## config.mk

```make
export PLATFORM = sky130hd
export DESIGN_NAME = matrix_key_scanner_flat
export DESIGN_NICKNAME = d
export VERILOG_FILES = /design/src/rtl/keypad_pkg.sv /design/src/rtl/matrix_key_scanner_if.sv /design/src/rtl/key_frame_debouncer.sv /design/src/rtl/matrix_key_scanner.sv /design/src/flat_wrapper.sv
export SDC_FILE = /design/constraint.sdc
export NUM_CORES = 1
export LEC_CHECK = 0
export BUFFER_PORTS_ARGS = -buffer_cell sky130_fd_sc_hd__buf_2
export CAP_MARGIN = 20
export CORE_MARGIN = 5
export CORE_UTILIZATION = 43
export CTS_CLUSTER_DIAMETER = 60
export CTS_CLUSTER_SIZE = 14
export DETAILED_ROUTE_END_ITERATION = 10
export MAX_ROUTING_LAYER = met4
export PLACE_DENSITY = 0.56
export SYNTH_ARGS = -nofsm -noshare
export SYNTH_HDL_FRONTEND = slang
export SYNTH_SLANG_ARGS = --single-unit
```

## constraint.sdc

```tcl
create_clock -name clk -period 6.4 [get_ports clk]
set_clock_uncertainty 0.1 [all_clocks]
set_input_delay 0.64 -clock clk [delete_from_list [all_inputs] [get_ports clk]]
set_output_delay 0.64 -clock clk [all_outputs]
set_load 0.01 [all_outputs]
```

## src/rtl/keypad_pkg.sv

```systemverilog
// Shared types and helpers for the 4x4 matrix keypad scanner.
package keypad_pkg;

  localparam int unsigned KP_ROWS = 4;
  localparam int unsigned KP_COLS = 4;

  typedef logic [3:0] key_code_t;

  typedef enum logic [1:0] {
    FR_NONE  = 2'd0,
    FR_ONE   = 2'd1,
    FR_MULTI = 2'd2
  } frame_kind_t;

  typedef enum logic {
    KP_IDLE    = 1'b0,
    KP_PRESSED = 1'b1
  } kp_state_t;

  // Number of set bits in a column vector.
  function automatic logic [2:0] popcount4(logic [3:0] v);
    popcount4 = 3'(v[0]) + 3'(v[1]) + 3'(v[2]) + 3'(v[3]);
  endfunction

  // Index of the lowest set bit; only meaningful when exactly one bit is set.
  function automatic logic [1:0] first_set4(logic [3:0] v);
    first_set4 = 2'd0;
    for (int i = 3; i >= 0; i--) begin
      if (v[i]) first_set4 = 2'(i);
    end
  endfunction

endpackage

```

## src/rtl/matrix_key_scanner_if.sv

```systemverilog
// Keypad pins plus decoded key outputs of the matrix key scanner.
interface matrix_key_scanner_if;
  import keypad_pkg::*;

  logic [3:0] col_n;
  logic [3:0] row_n;
  key_code_t  key_code;
  logic       key_held;
  logic       key_valid;
  logic       key_release;

  // Scanner side: reads columns, drives rows and key outputs.
  modport master (
    input  col_n,
    output row_n,
    output key_code,
    output key_held,
    output key_valid,
    output key_release
  );

  // Keypad/consumer side.
  modport slave (
    output col_n,
    input  row_n,
    input  key_code,
    input  key_held,
    input  key_valid,
    input  key_release
  );

endinterface

```

## src/rtl/key_frame_debouncer.sv

```systemverilog
// Debounces complete scan-frame results and runs the stable key FSM.
module key_frame_debouncer
  import keypad_pkg::*;
#(
  parameter int unsigned DEBOUNCE_FRAMES = 4
) (
  input  logic        clk,
  input  logic        rst,
  input  logic        frame_done,
  input  frame_kind_t frame_kind,
  input  key_code_t   frame_code,
  output key_code_t   key_code,
  output logic        key_held,
  output logic        key_valid,
  output logic        key_release
);

  localparam logic [3:0] DebMax = 4'(DEBOUNCE_FRAMES);

  frame_kind_t cand_kind_q;
  key_code_t   cand_code_q;
  logic [3:0]  match_q;
  logic [3:0]  match_d;
  logic        cand_match;
  kp_state_t   state_q;
  key_code_t   key_code_q;
  logic        key_held_q;
  logic        key_valid_q;
  logic        key_release_q;

  // Compare the frame to the candidate and compute the next match count.
  always_comb begin
    cand_match = (frame_kind == cand_kind_q) &&
                 ((frame_kind != FR_ONE) || (frame_code == cand_code_q));
    match_d = match_q;
    if (frame_kind == FR_MULTI) begin
      match_d = 4'd0;
    end else if (cand_match) begin
      match_d = (match_q == DebMax) ? match_q : match_q + 4'd1;
    end else begin
      match_d = 4'd1;
    end
  end

  // Candidate tracking plus stable FSM with registered outputs and strobes.
  always_ff @(posedge clk) begin
    if (rst) begin
      cand_kind_q   <= FR_NONE;
      cand_code_q   <= '0;
      match_q       <= '0;
      state_q       <= KP_IDLE;
      key_code_q    <= '0;
      key_held_q    <= 1'b0;
      key_valid_q   <= 1'b0;
      key_release_q <= 1'b0;
    end else begin
      key_valid_q   <= 1'b0;
      key_release_q <= 1'b0;
      if (frame_done) begin
        match_q <= match_d;
        if (frame_kind != FR_MULTI && !cand_match) begin
          cand_kind_q <= frame_kind;
          cand_code_q <= frame_code;
        end
        // After the update the candidate equals frame_kind/frame_code.
        if (frame_kind != FR_MULTI && match_d == DebMax) begin
          case (state_q)
            KP_IDLE: begin
              if (frame_kind == FR_ONE) begin
                state_q     <= KP_PRESSED;
                key_code_q  <= frame_code;
                key_held_q  <= 1'b1;
                key_valid_q <= 1'b1;
              end
            end
            KP_PRESSED: begin
              if (frame_kind == FR_NONE) begin
                state_q       <= KP_IDLE;
                key_held_q    <= 1'b0;
                key_release_q <= 1'b1;
              end else if (frame_code != key_code_q) begin
                // Direct key change: new code, no release in between.
                key_code_q  <= frame_code;
                key_valid_q <= 1'b1;
              end
            end
            default: state_q <= KP_IDLE;
          endcase
        end
      end
    end
  end

  assign key_code    = key_code_q;
  assign key_held    = key_held_q;
  assign key_valid   = key_valid_q;
  assign key_release = key_release_q;

endmodule

```

## src/rtl/matrix_key_scanner.sv

```systemverilog
// 4x4 active-low keypad scanner: row drive, column sync, frame accumulation.
module matrix_key_scanner
  import keypad_pkg::*;
#(
  parameter int unsigned F_CLK           = 50000000,
  parameter int unsigned F_SCAN          = 1000,
  parameter int unsigned DEBOUNCE_FRAMES = 4
) (
  input logic                  clk,
  input logic                  rst,
  matrix_key_scanner_if.master kp
);

  localparam int unsigned TickMax = F_CLK / F_SCAN - 1;
  localparam int unsigned TickW   = (TickMax > 0) ? $clog2(TickMax + 1) : 1;

  logic [3:0]       col_meta_q;
  logic [3:0]       col_sync_q;
  logic [TickW-1:0] tick_cnt_q;
  logic             tick;
  logic [1:0]       row_idx_q;
  // 0: no contact so far, 1: one contact, 2: two or more.
  logic [1:0]       low_acc_q;
  key_code_t        acc_code_q;

  logic [3:0]  col_low;
  logic [2:0]  row_pop;
  logic [2:0]  low_sum;
  logic [1:0]  frame_low;
  key_code_t   acc_code_d;
  logic        frame_done;
  frame_kind_t frame_kind;

  // Two-flop synchronizer for the asynchronous column inputs.
  always_ff @(posedge clk) begin
    if (rst) begin
      col_meta_q <= 4'hF;
      col_sync_q <= 4'hF;
    end else begin
      col_meta_q <= kp.col_n;
      col_sync_q <= col_meta_q;
    end
  end

  // Row-step tick generator.
  always_ff @(posedge clk) begin
    if (rst) begin
      tick_cnt_q <= '0;
    end else if (tick) begin
      tick_cnt_q <= '0;
    end else begin
      tick_cnt_q <= tick_cnt_q + 1'b1;
    end
  end

  assign tick = (tick_cnt_q == TickW'(TickMax));

  // Fold the current row's sample into the running frame result.
  always_comb begin
    col_low    = ~col_sync_q;
    row_pop    = popcount4(col_low);
    low_sum    = {1'b0, low_acc_q} + row_pop;
    frame_low  = (low_sum >= 3'd2) ? 2'd2 : low_sum[1:0];
    acc_code_d = (low_acc_q == 2'd0 && row_pop == 3'd1) ? {row_idx_q, first_set4(col_low)}
                                                         : acc_code_q;
    frame_done = tick && (row_idx_q == 2'd3);
    unique case (frame_low)
      2'd0:    frame_kind = FR_NONE;
      2'd1:    frame_kind = FR_ONE;
      default: frame_kind = FR_MULTI;
    endcase
  end

  // Sample on tick, advance the row, restart accumulation after row 3.
  always_ff @(posedge clk) begin
    if (rst) begin
      row_idx_q  <= 2'd0;
      low_acc_q  <= 2'd0;
      acc_code_q <= '0;
    end else if (tick) begin
      row_idx_q <= row_idx_q + 2'd1;
      if (row_idx_q == 2'd3) begin
        low_acc_q  <= 2'd0;
        acc_code_q <= '0;
      end else begin
        low_acc_q  <= frame_low;
        acc_code_q <= acc_code_d;
      end
    end
  end

  assign kp.row_n = ~(4'b0001 << row_idx_q);

  key_code_t key_code;
  logic      key_held;
  logic      key_valid;
  logic      key_release;

  key_frame_debouncer #(
    .DEBOUNCE_FRAMES(DEBOUNCE_FRAMES)
  ) u_debouncer (
    .clk        (clk),
    .rst        (rst),
    .frame_done (frame_done),
    .frame_kind (frame_kind),
    .frame_code (acc_code_d),
    .key_code   (key_code),
    .key_held   (key_held),
    .key_valid  (key_valid),
    .key_release(key_release)
  );

  assign kp.key_code    = key_code;
  assign kp.key_held    = key_held;
  assign kp.key_valid   = key_valid;
  assign kp.key_release = key_release;

endmodule

```

## src/flat_wrapper.sv

```systemverilog
// flat-port wrapper written by rule: the top's interface ports become plain ports
module matrix_key_scanner_flat import keypad_pkg::*;
#(
  parameter int unsigned F_CLK           = 50000000,
  parameter int unsigned F_SCAN          = 1000,
  parameter int unsigned DEBOUNCE_FRAMES = 4
)
  (clk, rst, kp_col_n, kp_row_n, kp_key_code, kp_key_held, kp_key_valid, kp_key_release);
  matrix_key_scanner_if kp_i ();
  input logic clk;
  input logic rst;
  input wire logic [$bits(kp_i.col_n)-1:0] kp_col_n;
  output wire logic [$bits(kp_i.row_n)-1:0] kp_row_n;
  output wire logic [$bits(kp_i.key_code)-1:0] kp_key_code;
  output wire logic [$bits(kp_i.key_held)-1:0] kp_key_held;
  output wire logic [$bits(kp_i.key_valid)-1:0] kp_key_valid;
  output wire logic [$bits(kp_i.key_release)-1:0] kp_key_release;
  assign kp_i.col_n = kp_col_n;
  assign kp_row_n = kp_i.row_n;
  assign kp_key_code = kp_i.key_code;
  assign kp_key_held = kp_i.key_held;
  assign kp_key_valid = kp_i.key_valid;
  assign kp_key_release = kp_i.key_release;
  matrix_key_scanner #(.F_CLK(F_CLK), .F_SCAN(F_SCAN), .DEBOUNCE_FRAMES(DEBOUNCE_FRAMES)) u_core (.clk(clk), .rst(rst), .kp(kp_i));
endmodule
```

---- Word level (Yosys, flattened, before mapping) ----
Cells that the tools add are included.
storage, ports and cells
  output and inout port bits .............. 11
  word-level logic and storage cells ...... 88
  bits in latches ......................... 0
  memory bits (read-only) ................. 0
  bits of input ports ..................... 6
  memories kept ........................... 0
  RAM bits ................................ 0
  register bits ........................... 50
operators by class
  bitwise gates (word level) .............. 5
  shift-type cells ........................ 1
  $add $sub $neg .......................... 7
  equality and inequality tests ........... 17
  mux-type cells .......................... 26
  order comparisons ....................... 1
  divide/modulo/power cells ............... 0
  multiply operators ...................... 0
  reductions and logical operators ........ 17
operators by type and width
  kind                                                                     count
  4-bit 2-to-1 mux                                                         8
  16-bit by 1-bit adder with 16-bit output, second input constant          1
  16-bit == test, second input constant                                    1
  2-bit 2-to-1 mux                                                         6
  4-bit by 3-bit == test with 1-bit output, second input constant          2
  4-bit NOT                                                                2
  4-bit one-hot mux with 2 select lines                                    1
  1-bit 2-to-1 mux                                                         7
  3-bit by 1-bit adder with 3-bit output                                   2
  2-bit zero test                                                          3
  2-bit by 1-bit inequality test with 1-bit output, second input constant  3
  2-bit inequality test, second input constant                             3
  1-bit one-hot mux with 2 select lines                                    3
  1-bit logical AND                                                        5
  5-bit AND reduction                                                      1
  4-bit by 1-bit adder with 4-bit output, second input constant            1
  2-bit by 1-bit == test with 1-bit output, second input constant          2
  2-bit == test, second input constant                                     2
  4-bit == test                                                            1
  4-bit inequality test                                                    1
  2-bit one-hot mux with 2 select lines                                    1
  2-bit AND reduction                                                      2
  4-bit AND reduction                                                      1
  4-bit OR reduction                                                       1
  12 further kinds                                                         14

---- Logic depth before layout (Yosys ltp) ----
  word-level depth ........................ 18
  depth in mapped cells ................... 11
  depth with buffers taken out ............ 11

---- Cells and area by module ----
Synthesis repeated with hierarchy kept, for this count alone.
unflattened totals
  cells, all modules ...................... 280
  area, all modules ....................... 2708.8 sq um
modules (own cells, without submodules)
  module               area an instance (sq um)  instances  seq. area each (sq um)  cells each
  matrix_key_scanner   1586.5                    1          640.6                   168
  key_frame_debouncer  1122.3                    1          360.3                   112

---- Worst setup path before layout ----
OpenSTA, ideal clock, no wires.
  kind .................................... register to register
  start ................................... reg u_core.col_sync_q[0]
  end ..................................... reg u_core.u_debouncer.key_code_q[0], in the netlist u_core.u_debouncer.key_code[0]
  clock period less this slack ............ 3.404 ns
  required time ........................... 6.179 ns
  library setup time ...................... 0.121 ns
  arrival time ............................ 3.183 ns
  path buffers ............................ 1
  path slack .............................. 2.996 ns
  stages on the path, launching flop included .. 12
  cell sequence ........................... dfxtp_1 > inv_1 > ha_1 > fa_1 > ha_1 > clkbuf_1 > or2_1 > a21o_1 > or3_1 > nor3_4 > nand4_4 > mux2_4
on the way
  cells in the longest elaborated chain, start to end .. 17
  elaborated cells on any way between the ends .. 36
  classes of those cells .................. add/sub: 4; order compare: 1; eq/ne: 13; mux: 10; bitwise: 1; reduce/logical: 7
ends and longest elaborated chain
  what                                                                                line                       text
  start, declared                                                                     matrix_key_scanner.sv:18   logic [3:0] col_sync_q;
  start signal, assigned                                                              matrix_key_scanner.sv:41   col_sync_q <= col_meta_q;
  4-bit NOT (*)                                                                       matrix_key_scanner.sv:60   col_low = ~col_sync_q;
  1-bit by 1-bit adder with 2-bit output                                              keypad_pkg.sv:22           popcount4 = 3'(v[0]) + 3'(v[1]) + 3'(v[2]) + 3'(v[3]);
  3-bit by 1-bit adder with 3-bit output (2 in a row)                                 keypad_pkg.sv:22
  2-bit by 3-bit adder with 3-bit output                                              matrix_key_scanner.sv:62   low_sum = {1'b0, low_acc_q} + row_pop;
  3-bit by 2-bit >= comparator with 1-bit output                                      matrix_key_scanner.sv:63   frame_low = (low_sum >= 3'd2) ? 2'd2 : low_sum[1:0];
  2-bit 2-to-1 mux                                                                    matrix_key_scanner.sv:63
  2-bit by 1-bit == test with 1-bit output / 2-bit zero test (equally long branches)  matrix_key_scanner.sv:67   unique case (frame_low)
  2-bit one-hot mux with 2 select lines                                               matrix_key_scanner.sv:67
  2-bit by 1-bit inequality test with 1-bit output                                    key_frame_debouncer.sv:34  ((frame_kind != FR_ONE) || (frame_code == cand_code_q));
  1-bit logical OR                                                                    key_frame_debouncer.sv:34
  1-bit logical AND                                                                   key_frame_debouncer.sv:33  cand_match = (frame_kind == cand_kind_q) &&
  4-bit 2-to-1 mux                                                                    key_frame_debouncer.sv:38  end else if (cand_match) begin
  4-bit 2-to-1 mux                                                                    key_frame_debouncer.sv:36  if (frame_kind == FR_MULTI) begin
  4-bit by 3-bit == test with 1-bit output                                            key_frame_debouncer.sv:66  if (frame_kind != FR_MULTI && match_d == DebMax) begin
  1-bit logical AND                                                                   key_frame_debouncer.sv:66
  5-bit AND reduction (no source line)                                                --
  end signal, assigned                                                                key_frame_debouncer.sv:71  key_code_q <= frame_code;
  end signal, assigned                                                                key_frame_debouncer.sv:83  key_code_q <= frame_code;
  end, declared                                                                       key_frame_debouncer.sv:26  key_code_t key_code_q;
Mark *: on every way between the ends. The rest lies on a longest branch, timed or not. The select of a mux whose other input is x is not followed.
A chain may end at the register's enable or synchronous reset.

---- Final worst setup path ----
  start ................................... reg u_core.col_sync_q[0]
  end ..................................... reg u_core.u_debouncer.cand_code_q[1]
on the way
  cells in the longest elaborated chain, start to end .. 15
  elaborated cells on any way between the ends .. 23
  classes of those cells .................. add/sub: 4; order compare: 1; eq/ne: 6; mux: 4; bitwise: 1; reduce/logical: 7
ends and longest elaborated chain
  what                                                                                line                       text
  4-bit NOT (*)                                                                       matrix_key_scanner.sv:60
  1-bit by 1-bit adder with 2-bit output                                              keypad_pkg.sv:22
  3-bit by 1-bit adder with 3-bit output (2 in a row)                                 keypad_pkg.sv:22
  2-bit by 3-bit adder with 3-bit output                                              matrix_key_scanner.sv:62
  3-bit by 2-bit >= comparator with 1-bit output                                      matrix_key_scanner.sv:63
  2-bit 2-to-1 mux                                                                    matrix_key_scanner.sv:63
  2-bit by 1-bit == test with 1-bit output / 2-bit zero test (equally long branches)  matrix_key_scanner.sv:67
  2-bit one-hot mux with 2 select lines                                               matrix_key_scanner.sv:67
  2-bit by 1-bit inequality test with 1-bit output                                    key_frame_debouncer.sv:34
  1-bit logical OR                                                                    key_frame_debouncer.sv:34
  1-bit logical AND                                                                   key_frame_debouncer.sv:33
  1-bit zero test                                                                     key_frame_debouncer.sv:61  if (frame_kind != FR_MULTI && !cand_match) begin
  1-bit logical AND                                                                   key_frame_debouncer.sv:61
  2-bit AND reduction (no source line)                                                --
  end signal, assigned                                                                key_frame_debouncer.sv:63  cand_code_q <= frame_code;
  end, declared                                                                       key_frame_debouncer.sv:21  key_code_t cand_code_q;
Mark *: on every way between the ends. The rest lies on a longest branch, timed or not.

==> metrics.yaml <==
status: "finished, final reports clean"
crit_family: "adder cells"
synth_edf_count: 0
hold-worst-slack_ps: 314
pin_count: 17
viasPerCell: 5.24
ctsResizeCount: 0
r2r_cells: 11
hp-start: "u_core.col_meta_q[2]"
cts_tree: "yes"
drv_slew: 0
nets: 342
finalCritPeriodShare_pct: 55.5
wl_um: 5310
clk_latency_ps: 300
synth_nets: 326
cp-start-kind: "flop"
crit_type: "reg -> reg"
hold_viol: 0
syn_area_mm2: 0.00266
core_area_mm2: 0.00596
ys_ff_latch: 50
power_uw: 539
drtIter0Drc: 125
worstPathArrival_ps: 3650
synth_area_per_cell_um2: 8.62
yosys-top-cells-area: "dfxtp_1 (38%), nor2_1 (6.2%), ha_1 (4.7%)"
clock_sinks: 50
cpMaxStageDelayCell: "fa_1"
rsz0062_at_grt: "false"
leakage_uw: 0.00114
worst_pin_slew_ps: 675
post_cts_buffers: 0
port_buffers: 16
start_util_pct: 44.6
clk_pin_slew_ps: 90
ctsHoldBuffers: 0
fin_area_mm2: 0.00287
dr.pass1.iters: 5
grt_max_degree: 40
die_w_um: 88.6
cp-end-kind: "flop"
r2r_start: "u_core.col_sync_q[0]"
grt_usage_pct: 15.2
synthTopCellsByCount: "dfxtp_1 (50), nor2_1 (44), inv_1 (21)"
yosysMostFrequentCell: "dfxtp_1"
die_area_mm2: 0.00785
placementRows: 28
die_h_um: 88.6
worstPathCellList: "inv_1, ha_1, fa_1, ha_1, or3_1, nor2_1, nor3_1, o22ai_1, nor3_1, a211o_1, mux2_1"
antenna_found_initial: 0
ant_nets: 0
synth_largest_area_cell: "dfxtp_1"
drive_gt1_share_pct: 13.6
yosys_warnings: 0
gp_congestion: 0.825
synth_ff_type: "dfxtp_1"
setup_viol: 0
min_to: "u_core.col_sync_q[2]"
hp-class: "reg -> reg"
slowest_delay_ps: 400
numCtsBuffers: 5
async_reset_ff_share_pct: 0
clock.fmax_ghz: 0.281
synthDominantCellAreaShare_pct: 37.7
synth_cell_types: 55
ctsHtreeMaxLevel: 2
syn2layout_area_growth_pct: 8.20
clockRootBuffer: "clkbuf_8"
route.detailed.drc: 0
overflow: 0
maxCapViolations: 0
critPathRequiredTime_ps: 6490
dr_total_vias: 2092
synthesis.instances: 308
fin_setup_tns_ps: 0
peakVddDrop_uv: 113
grt_pass1_wl_um: 9050
hold_depth: 1
dpl-instance-area_mm2: 0.00280
hpwlAfterDp_um: 3960
cp_max_fo: 5
antennaDiodeCount: 0
min_period_ps: 3550
grt_pass1_vias: 1939
yosysSeqAreaShare_pct: 37.7
r2r_setup_slack_ps: 2850
routedWlPerCell_um: 13.3
max_slew_margin_pct: 55.0
num-fill-cells: 607
r2r_end: "u_core.u_debouncer.cand_code_q[1]"
critPathBufInv: 1
p_per_area_mw_per_mm2: 188
cts_buffer_depth: 2
placed cells by master (no fill, tap or decap), types with 2 or more instances in the layout:
| master | Yosys | layout |
|---|---|---|
| nor3_1 | 10 | 10 |
| and2_1 | 2 | 2 |
| ha_1 | 10 | 10 |
| or2_1 | 2 | 2 |
| or2_2 | 8 | 8 |
| o2111ai_1 | 2 | 2 |
| o21ai_1 | 2 | 2 |
| nand4b_1 | 2 | 2 |
| buf_2 | 1 | 16 |
| xor2_1 | 8 | 8 |
| or4_1 | 2 | 2 |
| or3_1 | 6 | 6 |
| nor2_1 | 44 | 44 |
| clkinv_2 | 0 | 2 |
| nand2b_1 | 5 | 5 |
| a21o_1 | 2 | 2 |
| dfxtp_1 | 50 | 50 |
| mux2_1 | 4 | 4 |
| xnor2_1 | 11 | 11 |
| fa_1 | 2 | 2 |
| nand3_1 | 15 | 15 |
| nor2b_1 | 8 | 8 |
| nand2_1 | 16 | 16 |
| o21ai_0 | 6 | 6 |
| o22ai_1 | 3 | 3 |
| a211o_1 | 2 | 2 |
| inv_1 | 21 | 21 |
| nand4_1 | 2 | 2 |
| a22oi_1 | 4 | 4 |
| a21oi_1 | 17 | 17 |
| clkbuf_8 | 0 | 5 |
| mux2_4 | 4 | 4 |
| and3_1 | 6 | 6 |
| or4b_1 | 2 | 2 |
| nand3b_1 | 3 | 3 |
per-stage QoR:
| step | worst slack (ps) | cells | utilization, % |
|---|---|---|---|
| 2_1_floorplan | 3000 | 308 | - |
| 3_3_place_gp | 2870 | 392 | 46.9 |
| 3_5_place_dp | 2850 | 392 | 46.9 |
| 4_1_cts | 2830 | 399 | 48.3 |
| 5_1_grt | 2620 | 399 | 48.3 |
| 6_report | 2850 | 399 | 48.3 |
sequential cells by signal, summed over array words and instances, names as in the netlist, named ones only:
signal,cells
u_core.u_debouncer.key_held,1
u_core.u_debouncer.match_q,4
u_core.col_meta_q,4
u_core.u_debouncer.cand_kind_q,2
u_core.u_debouncer.key_release,1
u_core.u_debouncer.key_code,4
u_core.u_debouncer.key_valid,1
u_core.low_acc_q,2
u_core.col_sync_q,4
u_core.acc_code_q,4
u_core.tick_cnt_q,16
u_core.u_debouncer.cand_code_q,4
u_core.row_idx_q,2
cells by family after synthesis:
group / after synthesis / share of synthesized area [%]
flops: 50 / 37.7
buf+inv: 28 / 4.29
simple gates: 144 / 29.8
mux: 9 / 4.33
fa+ha+maj: 12 / 6.22
compound gates: 46 / 11.4
xor+xnor: 19 / 6.26
where the power goes:
part | total (uW) | switching (uW) | internal, uW
Combinational | 47.6 | 31.1 | 16.5
Clock | 175 | 101 | 73.6
Sequential | 317 | 2.05 | 315
metal layers:
layer / GRT usage (%) / share of wire, % / vias to the layer above
li1: - / - / 1088
met1: 20.1 / 51 / 971
met2: 23.2 / 45 / 26
met3: 2.89 / 3.0 / 7
met4: 5.08 / 1.1 / 0
met5: - / 0 / -
worst max path at each step:
stage | cells past startpoint | end | start
after floorplan | 11 | u_core.u_debouncer.key_code[0] | u_core.col_sync_q[0]
after global placement | 10 | u_core.u_debouncer.key_code[1] | u_core.col_sync_q[0]
after detailed placement | 11 | u_core.u_debouncer.key_code[2] | u_core.col_sync_q[0]
after CTS | 10 | u_core.u_debouncer.key_code[2] | u_core.col_sync_q[0]
after global routing | 11 | u_core.u_debouncer.cand_code_q[1] | u_core.col_sync_q[0]
final | 11 | u_core.u_debouncer.cand_code_q[1] | u_core.col_sync_q[0]
layout make-up:
class                      instances  area [um2]  share of cell area (%)
tap                               75        93.8                    3.27
sequential                        50        1000                    34.8
clock inverter                     2        10.0                   0.348
clock buffer                       5        68.8                    2.39
inverter                          21        78.8                    2.74
timing repair buffer              16        80.1                    2.79
multi-input combinational        230        1540                    53.6
Note: power is estimated with default switching activity, not from simulation.
